--- src/rtl/result_drain_reader_pkg.sv ---
// Shared definitions for the result drain path: FSM encoding and beat geometry helpers.
// Imported by the drain controller and its beat selector.
package result_drain_reader_pkg;

    typedef enum logic [2:0] {
        IDLE   = 3'd0,
        ISSUE  = 3'd1,
        WAIT   = 3'd2,
        STREAM = 3'd3,
        FIN    = 3'd4
    } drain_state_t;

    function automatic int beats_per_row(input int matrix_size, input int lanes_per_beat);
        return matrix_size / lanes_per_beat;
    endfunction

    // A single-beat row still needs a one-bit counter to keep the datapath legal.
    function automatic int beat_cnt_width(input int beats);
        return (beats > 1) ? $clog2(beats) : 1;
    endfunction

    localparam int DEFAULT_MATRIX_SIZE    = 32;
    localparam int DEFAULT_LANES_PER_BEAT = 4;
    localparam int DEFAULT_BEATS          = beats_per_row(DEFAULT_MATRIX_SIZE, DEFAULT_LANES_PER_BEAT);
    localparam int BEAT_CNT_W             = beat_cnt_width(DEFAULT_BEATS);

endpackage

--- src/rtl/result_drain_reader_beat_mux.sv ---
// Combinational beat selector: picks beat k (lanes k*LANES_PER_BEAT upward) from a captured row.
// Lowest-numbered lane of the beat lands in the least significant bits.
module result_beat_mux
    import result_drain_reader_pkg::*;
#(
    parameter int PARTIAL_SUM_BW = 24,
    parameter int MATRIX_SIZE    = 32,
    parameter int LANES_PER_BEAT = 4,
    parameter int BEAT_W         = 3
) (
    input  logic [PARTIAL_SUM_BW*MATRIX_SIZE-1:0]    row,
    input  logic [BEAT_W-1:0]                        beat,
    output logic [PARTIAL_SUM_BW*LANES_PER_BEAT-1:0] beat_data
);

    localparam int BEATS   = beats_per_row(MATRIX_SIZE, LANES_PER_BEAT);
    localparam int BEAT_BW = PARTIAL_SUM_BW * LANES_PER_BEAT;

    always_comb begin
        beat_data = '0;
        for (int k = 0; k < BEATS; k++) begin
            if (beat == BEAT_W'(k)) begin
                beat_data = row[k*BEAT_BW +: BEAT_BW];
            end
        end
    end

endmodule

--- src/rtl/result_drain_reader.sv ---
// Walks the results SRAM from a base address and serializes each row into
// fixed-width beats on a valid/ready stream. Owns the SRAM read port only.
module result_drain_reader
    import result_drain_reader_pkg::*;
#(
    parameter int ADDRESSSIZE    = 10,
    parameter int PARTIAL_SUM_BW = 24,
    parameter int MATRIX_SIZE    = 32,
    parameter int LANES_PER_BEAT = 4
) (
    input  logic                                     clk,
    input  logic                                     rst,
    input  logic                                     start,
    input  logic [ADDRESSSIZE-1:0]                   base_address,
    input  logic [ADDRESSSIZE:0]                     num_rows,
    output logic                                     busy,
    output logic                                     done,
    output logic                                     rd_enable,
    output logic [ADDRESSSIZE-1:0]                   rd_address,
    input  logic [PARTIAL_SUM_BW*MATRIX_SIZE-1:0]    rd_data,
    output logic                                     out_valid,
    input  logic                                     out_ready,
    output logic [PARTIAL_SUM_BW*LANES_PER_BEAT-1:0] out_data,
    output logic                                     out_last
);

    localparam int BEATS  = beats_per_row(MATRIX_SIZE, LANES_PER_BEAT);
    localparam int BEAT_W = beat_cnt_width(BEATS);
    localparam int ROW_W  = PARTIAL_SUM_BW * MATRIX_SIZE;
    localparam logic [BEAT_W-1:0] LAST_BEAT = BEAT_W'(BEATS - 1);

    if ((MATRIX_SIZE % LANES_PER_BEAT) != 0) begin : g_geometry_check
        $error("LANES_PER_BEAT must divide MATRIX_SIZE");
    end

    drain_state_t             state;
    logic [ADDRESSSIZE-1:0]   base_q;
    logic [ADDRESSSIZE:0]     num_rows_q;
    logic [ADDRESSSIZE:0]     row_idx;
    logic                     last_row_q;
    logic [BEAT_W-1:0]        beat;
    logic [ROW_W-1:0]         row_q;

    logic [ADDRESSSIZE:0]     next_row;
    logic [ADDRESSSIZE-1:0]   next_address;
    logic [BEAT_W-1:0]        beat_next;
    logic                     handshake;
    logic                     final_beat;

    // Row addresses wrap modulo 2^ADDRESSSIZE through plain truncating addition.
    assign next_row     = row_idx + (ADDRESSSIZE+1)'(1);
    assign next_address = base_q + next_row[ADDRESSSIZE-1:0];
    assign beat_next    = beat + BEAT_W'(1);
    assign handshake    = out_valid & out_ready;
    assign final_beat   = (beat == LAST_BEAT);

    always_ff @(posedge clk or posedge rst) begin
        if (rst) begin
            state      <= IDLE;
            busy       <= 1'b0;
            done       <= 1'b0;
            rd_enable  <= 1'b0;
            rd_address <= '0;
            out_valid  <= 1'b0;
            out_last   <= 1'b0;
            base_q     <= '0;
            num_rows_q <= '0;
            row_idx    <= '0;
            last_row_q <= 1'b0;
            beat       <= '0;
            row_q      <= '0;
        end else begin
            case (state)
                IDLE: begin
                    if (start) begin
                        busy <= 1'b1;
                        if (num_rows != '0) begin
                            base_q     <= base_address;
                            num_rows_q <= num_rows;
                            row_idx    <= '0;
                            rd_enable  <= 1'b1;
                            rd_address <= base_address;
                            state      <= ISSUE;
                        end else begin
                            done  <= 1'b1;
                            state <= FIN;
                        end
                    end
                end

                ISSUE: begin
                    rd_enable  <= 1'b0;
                    last_row_q <= (next_row == num_rows_q);
                    state      <= WAIT;
                end

                // SRAM data is valid now, one cycle after the read strobe.
                WAIT: begin
                    row_q     <= rd_data;
                    beat      <= '0;
                    out_valid <= 1'b1;
                    out_last  <= last_row_q && (BEATS == 1);
                    state     <= STREAM;
                end

                STREAM: begin
                    if (handshake) begin
                        if (final_beat) begin
                            out_valid <= 1'b0;
                            out_last  <= 1'b0;
                            if (last_row_q) begin
                                done  <= 1'b1;
                                state <= FIN;
                            end else begin
                                row_idx    <= next_row;
                                rd_enable  <= 1'b1;
                                rd_address <= next_address;
                                state      <= ISSUE;
                            end
                        end else begin
                            beat     <= beat_next;
                            out_last <= last_row_q && (beat_next == LAST_BEAT);
                        end
                    end
                end

                FIN: begin
                    done  <= 1'b0;
                    busy  <= 1'b0;
                    state <= IDLE;
                end

                default: begin
                    state     <= IDLE;
                    busy      <= 1'b0;
                    done      <= 1'b0;
                    rd_enable <= 1'b0;
                    out_valid <= 1'b0;
                    out_last  <= 1'b0;
                end
            endcase
        end
    end

    // Beat payload follows the held row and beat counter, so it is stable under backpressure.
    result_beat_mux #(
        .PARTIAL_SUM_BW (PARTIAL_SUM_BW),
        .MATRIX_SIZE    (MATRIX_SIZE),
        .LANES_PER_BEAT (LANES_PER_BEAT),
        .BEAT_W         (BEAT_W)
    ) u_beat_mux (
        .row       (row_q),
        .beat      (beat),
        .beat_data (out_data)
    );

endmodule
--- config.mk ---
export PLATFORM = sky130hd
export DESIGN_NAME = result_drain_reader
export DESIGN_NICKNAME = d
export VERILOG_FILES = /design/src/rtl/result_drain_reader_pkg.sv /design/src/rtl/result_drain_reader_beat_mux.sv /design/src/rtl/result_drain_reader.sv
export SDC_FILE = /design/constraint.sdc
export NUM_CORES = 2
export LEC_CHECK = 0
export CORE_UTILIZATION = 30
export CTS_CLUSTER_DIAMETER = 200
export DETAILED_ROUTE_END_ITERATION = 8
export PLACE_DENSITY = 0.58
export SETUP_SLACK_MARGIN = 0.15
export SYNTH_ARGS = -nofsm -noshare
export SYNTH_HDL_FRONTEND = slang
export SYNTH_SLANG_ARGS = --single-unit
export TNS_END_PERCENT = 20
--- constraint.sdc ---
create_clock -name clk -period 32.3 [get_ports clk]
set_input_delay 6.46 -clock clk [delete_from_list [all_inputs] [get_ports clk]]
set_output_delay 6.46 -clock clk [all_outputs]
set_load 0.02 [all_outputs]
== Yosys cells after proc, flatten, opt, wreduce, memory -nomap -nowiden ==
Cells that the tools add are included.
Storage, ports and cells
  bits in registers: 822
  input port bits: 793
  output and inout bits: 111
  logic and storage cells: 110
Cells by class
  $add $sub $neg: 3
  equal/unequal tests: 21
  multiplexer cells: 49
  bitwise operators: 5
  reductions and logical operators: 19
Operators with widths (count)
  $mux 96: 8
  $mux 11: 5
  $mux 10: 5
  $pmux 11 s2: 1
  $mux 3: 7
  $pmux 10 s2: 1
  $eq 3x3->1 const B: 6
  $reduce_and 6->1: 3
  $ne 2x2->1 const B: 8
  $mux 1: 15
  $eq 3x2->1 const B: 4
  $pmux 3 s4: 1
  $reduce_and 3->1: 4
  $add 11x1->11 const B: 1
  $eq 11x11->1: 1
  $reduce_bool 11->1: 1
  $add 10x10->10: 1
  $pmux 1 s3: 3
  $eq 3x1->1 const B: 2
  $logic_not 3->1: 2
  $pmux 3 s2: 1
  $reduce_or 3->1: 2
  $not 1->1: 4
  $pmux 1 s2: 2
  other kinds (6): 9

== Logic depth before layout (Yosys ltp) ==
  depth after elaboration: 9
  mapped depth: 12

== Cells and area by module ==
From an unflattened synthesis, not the netlist that was laid out.
Second synthesis, totals
  cell total of the unflattened synthesis: 3083
  area total of the unflattened synthesis: 39407.8 um2
Modules (own cells, without submodules)
  result_drain_reader: instances 1, cells an instance 1957, area an instance 31657.9 um2
  result_beat_mux: instances 1, cells an instance 1126, area an instance 7749.9 um2

== Least setup slack after synthesis ==
Ideal clock, no wire load.
  path type: reg2out
  from: reg beat[0]
  to: out out_data[15]
  data arrival time: 2.225 ns
  path slack: 23.615 ns
  cell stages (with the launch flop): 11
  cells stage by stage: dfrtp_1 inv_1 ha_1 buf_2 and2_1 buf_2 buf_4 clkbuf_1 a221oi_1 a2bb2oi_1 o21ai_0
On the way
  word-level cells in the longest chain between the ends: 9
RTL lines
  from (decl): RTL line result_drain_reader.sv:41  | logic [BEAT_W-1:0] beat;
  from (signal assigned): RTL line result_drain_reader.sv:121  | beat <= beat_next;
  $logic_not 3->1: RTL line result_drain_reader_beat_mux.sv:22  | if (beat == BEAT_W'(k)) begin
  $mux 96 (7 in a row): RTL line result_drain_reader_beat_mux.sv:22
  $mux 96 *: RTL line result_drain_reader_beat_mux.sv:22
  to (decl): RTL line result_drain_reader.sv:23  | output logic [PARTIAL_SUM_BW*LANES_PER_BEAT-1:0] out_data,
Every way passes the cells marked *; elsewhere a longest branch is shown, timed or not.

== Final worst setup path ==
  from: reg beat[0]
  to: out out_data[3]
Same word-level chain as after synthesis.

==> run metrics <==
Starting DRT DRC Count 2809; Pwr Total 0.00549 W; Clock Skews 0.0421 ns; DP HPWL 105000 um; max frequency 82.9 MHz; DIE AREA 129000 sq um; Tightest Pin Transition 1.17 ns; CP arrival 5.61 ns; Hold-fix buffers, CTS 0; critical path cell sequence inv_1 > ha_1 > or2_4 > buf_4 > o21ai_0 > a221oi_1 > a2bb2oi_1 > o21ai_0 > clkdlybuf4s50_1; Pint 0.00319 W; HP Start row_q[46]; M1 GR Usage 0.298; outcome finished, final reports clean; Root Driver clkbuf_16; flip-flop and latch area 20600 sq um; PortBufs 903; CP max stage cell a2bb2oi_1; CTS Sinks 822; overall track demand over capacity in global routing 0.229; launch point of the worst reg-to-reg path state[2]; Num CTS Buffers 94; CTS Buffer Depth 3; area of the multi-input gates 16100 sq um; CTS tree built; Largest stage delay, worst path 0.86 ns; CTS H-tree depth 3; Detailed Route WL 152000 um; max_cap viols 0; Most Crowded Layer GR met2; power share of the sequential group 0.326; Max-Slew Margin vs Limit 0.220; reg2reg path depth 10; Synth cell types 63; Avg Vias per Cell 4.95; Seq/Total Area, Yosys 0.535; Synth Flop Type dfrtp_1; met2 Use GR 0.365; Clock power frac 0.209; die height 360 um; Worst Hold Depth 2; Setup TNS 0 ns; Setup Fix Bufs, Post-CTS 0; share of layout cells above drive strength 1 0.0447; Async S/R FF share, synth 1.00; antenna violations before repair 61; final period utilization 0.374; #FFs+latches synth 822; IO Count 904; Worst path most repeated cell o21ai_0; GR Overflow Total 0; critical path class register to primary output; crit end category primary output; met3 GRT Util 0.0583; Comb power frac 0.465; most common cell in the netlist nand2_1; setup violators final 0; post-synth net total 5519; CP startpoint kind register; Worst VDD drop 0.0685 mV; P_sw 0.00229 W; Die W 360 um; FP Rows 130; Pins Over Slew Limit 0; via count 35500; worst reg2reg setup slack 26.70 ns; Initial Util 0.304; drt drc 0; Worst-path clk slew 0.06 ns; top-area cell type share of the netlist area 0.535; pwr dens 106 nW/um^2; WL per Instance 21.2 um; # nets final 6218; Sw Share 0.418; mean post-synth cell area 8.16 sq um; final hold vios 0; synthesized netlist cell count 4709; PostCTS Resize Cnt 0; Final ANT Viol Nets 0; Synth area leaders dfrtp_1 54%, nand2_1 22%, o21ai_0 4.7%; EDFF count, synth 0; Synth warnings 0; Max FO, Critical Path 50; Clk Latency, worst-skew pair 0.69 ns; Fillers 12700; P_leak 24.6 nW; vias in the first global route 35000; first drt pass iteration count 5; unrepaired setup endpoints after global routing false; largest net degree at the start of global routing 203; CP startpoint beat[0]; area leader, netlist dfrtp_1; Layout area overhead 35.3%; Synth top cells by count 2244 x nand2_1, 822 x dfrtp_1, 360 x o21ai_0; gp weighted congestion 0.868; Hold Path Class register to register; Core ar. 126000 sq um; post-route minimum period 12.07 ns; Cell Area, Synth 38400 sq um; first-pass GRT wire length 225000 um; Required @ worst endpoint 25.84 ns
-- cells by family (layout without fill, tap and decap cells) --
| family | Yosys count | after routing | synth area share |
|---|---|---|---|
| other | 0 | 40 | 0 |
| AOI/OAI and AO/OA | 942 | 942 | 0.144 |
| and+or+nand+nor | 2422 | 2422 | 0.254 |
| muxes | 23 | 23 | 0.00664 |
| adders and majority gates | 17 | 17 | 0.00573 |
| DFF | 822 | 822 | 0.535 |
| xor gates and xnor gates | 27 | 27 | 0.00616 |
| buffers and inverters | 456 | 1230 | 0.0480 |
-- routing by layer --
layer,vias up,wire length (um)
met5,-,268
met4,40,4700
met3,237,11600
met2,1175,71100
met1,17300,64400
li1,16800,-
-- power groups by stage --
stage	Sequential, W	Combinational, W	Clock, W
CTS	0.00178	0.00256	0.00117
detailed placement	0.00180	0.00255	0
global placement	0.00179	0.00252	0
finish	0.00179	0.00255	0.00115
floorplan	0.00173	0.00160	0
global route	0.00184	0.00282	0.00121
-- state kept, by name, summed over array words and instances, names as in the netlist --
| signal | cells |
|---|---|
| base_q | 10 |
| beat | 3 |
| busy | 1 |
| done | 1 |
| last_row_q | 1 |
| num_rows_q | 11 |
| out_last | 1 |
| out_valid | 1 |
| rd_address | 10 |
| rd_enable | 1 |
| row_idx | 11 |
| row_q | 768 |
| state | 3 |
-- layout make-up --
class	count	area share
Tap cell	1650	0.0397
Sequential cell	822	0.396
Antenna cell	40	0.00193
Clock inverter	39	0.0115
Multi-Input combinational cell	3431	0.310
Clock buffer	132	0.0520
Timing Repair Buffer	949	0.181
Inverter	110	0.00809
-- critical path, delay by kind of cell (launching register included) --
family	cells	cell delay, ns
AOI/OAI and AO/OA	4	1.73
buffers and inverters	3	1.44
and+or+nand+nor	1	0.71
adders and majority gates	1	0.50
DFF	1	0.42
-- through the flow --
stage          instances   util  instance area [sq um]  hold slack (ns)  worst slack, ns
4_1_cts             7133  0.410                  51900            0.471            20.24
3_5_place_dp        6962  0.384                  48600            0.455            20.31
3_3_place_gp        6962  0.384                  48600            0.450            20.35
5_1_grt             7165  0.411                  52000            0.483            19.93
2_1_floorplan       4709      -                  38400            0.437             2.75
6_report            7173  0.411                  52000            0.466            20.23
-- worst paths after layout --
| check | end |
|---|---|
| min in group asynchronous | row_q[93] |
| hold / removal | row_q[46] |
| max in group asynchronous | row_q[240] |
| setup reg to reg | row_q[568] |
| hold reg to reg | row_q[46] |
| setup / recovery | out_data[3] |
-- placed cells by master (no fill, tap or decap), drive strengths merged, types with 4 or more instances in the layout --
cell,instances
a21oi,304
a221oi,94
a22oi,4
a2bb2oi,94
and2,6
and3,4
and3b,94
buf,46
bufinv,11
clkbuf,132
clkdlybuf4s50,903
clkinv,19
dfrtp,822
diode,40
ha,16
inv,116
mux2,20
nand2,2245
nand3,15
nand3b,4
nand4,4
nor2,19
nor2b,6
nor3,8
o211ai,4
o21ai,416
o31ai,8
or3,5
xnor2,15
xor2,12
Power figures use the tool's default switching activity.
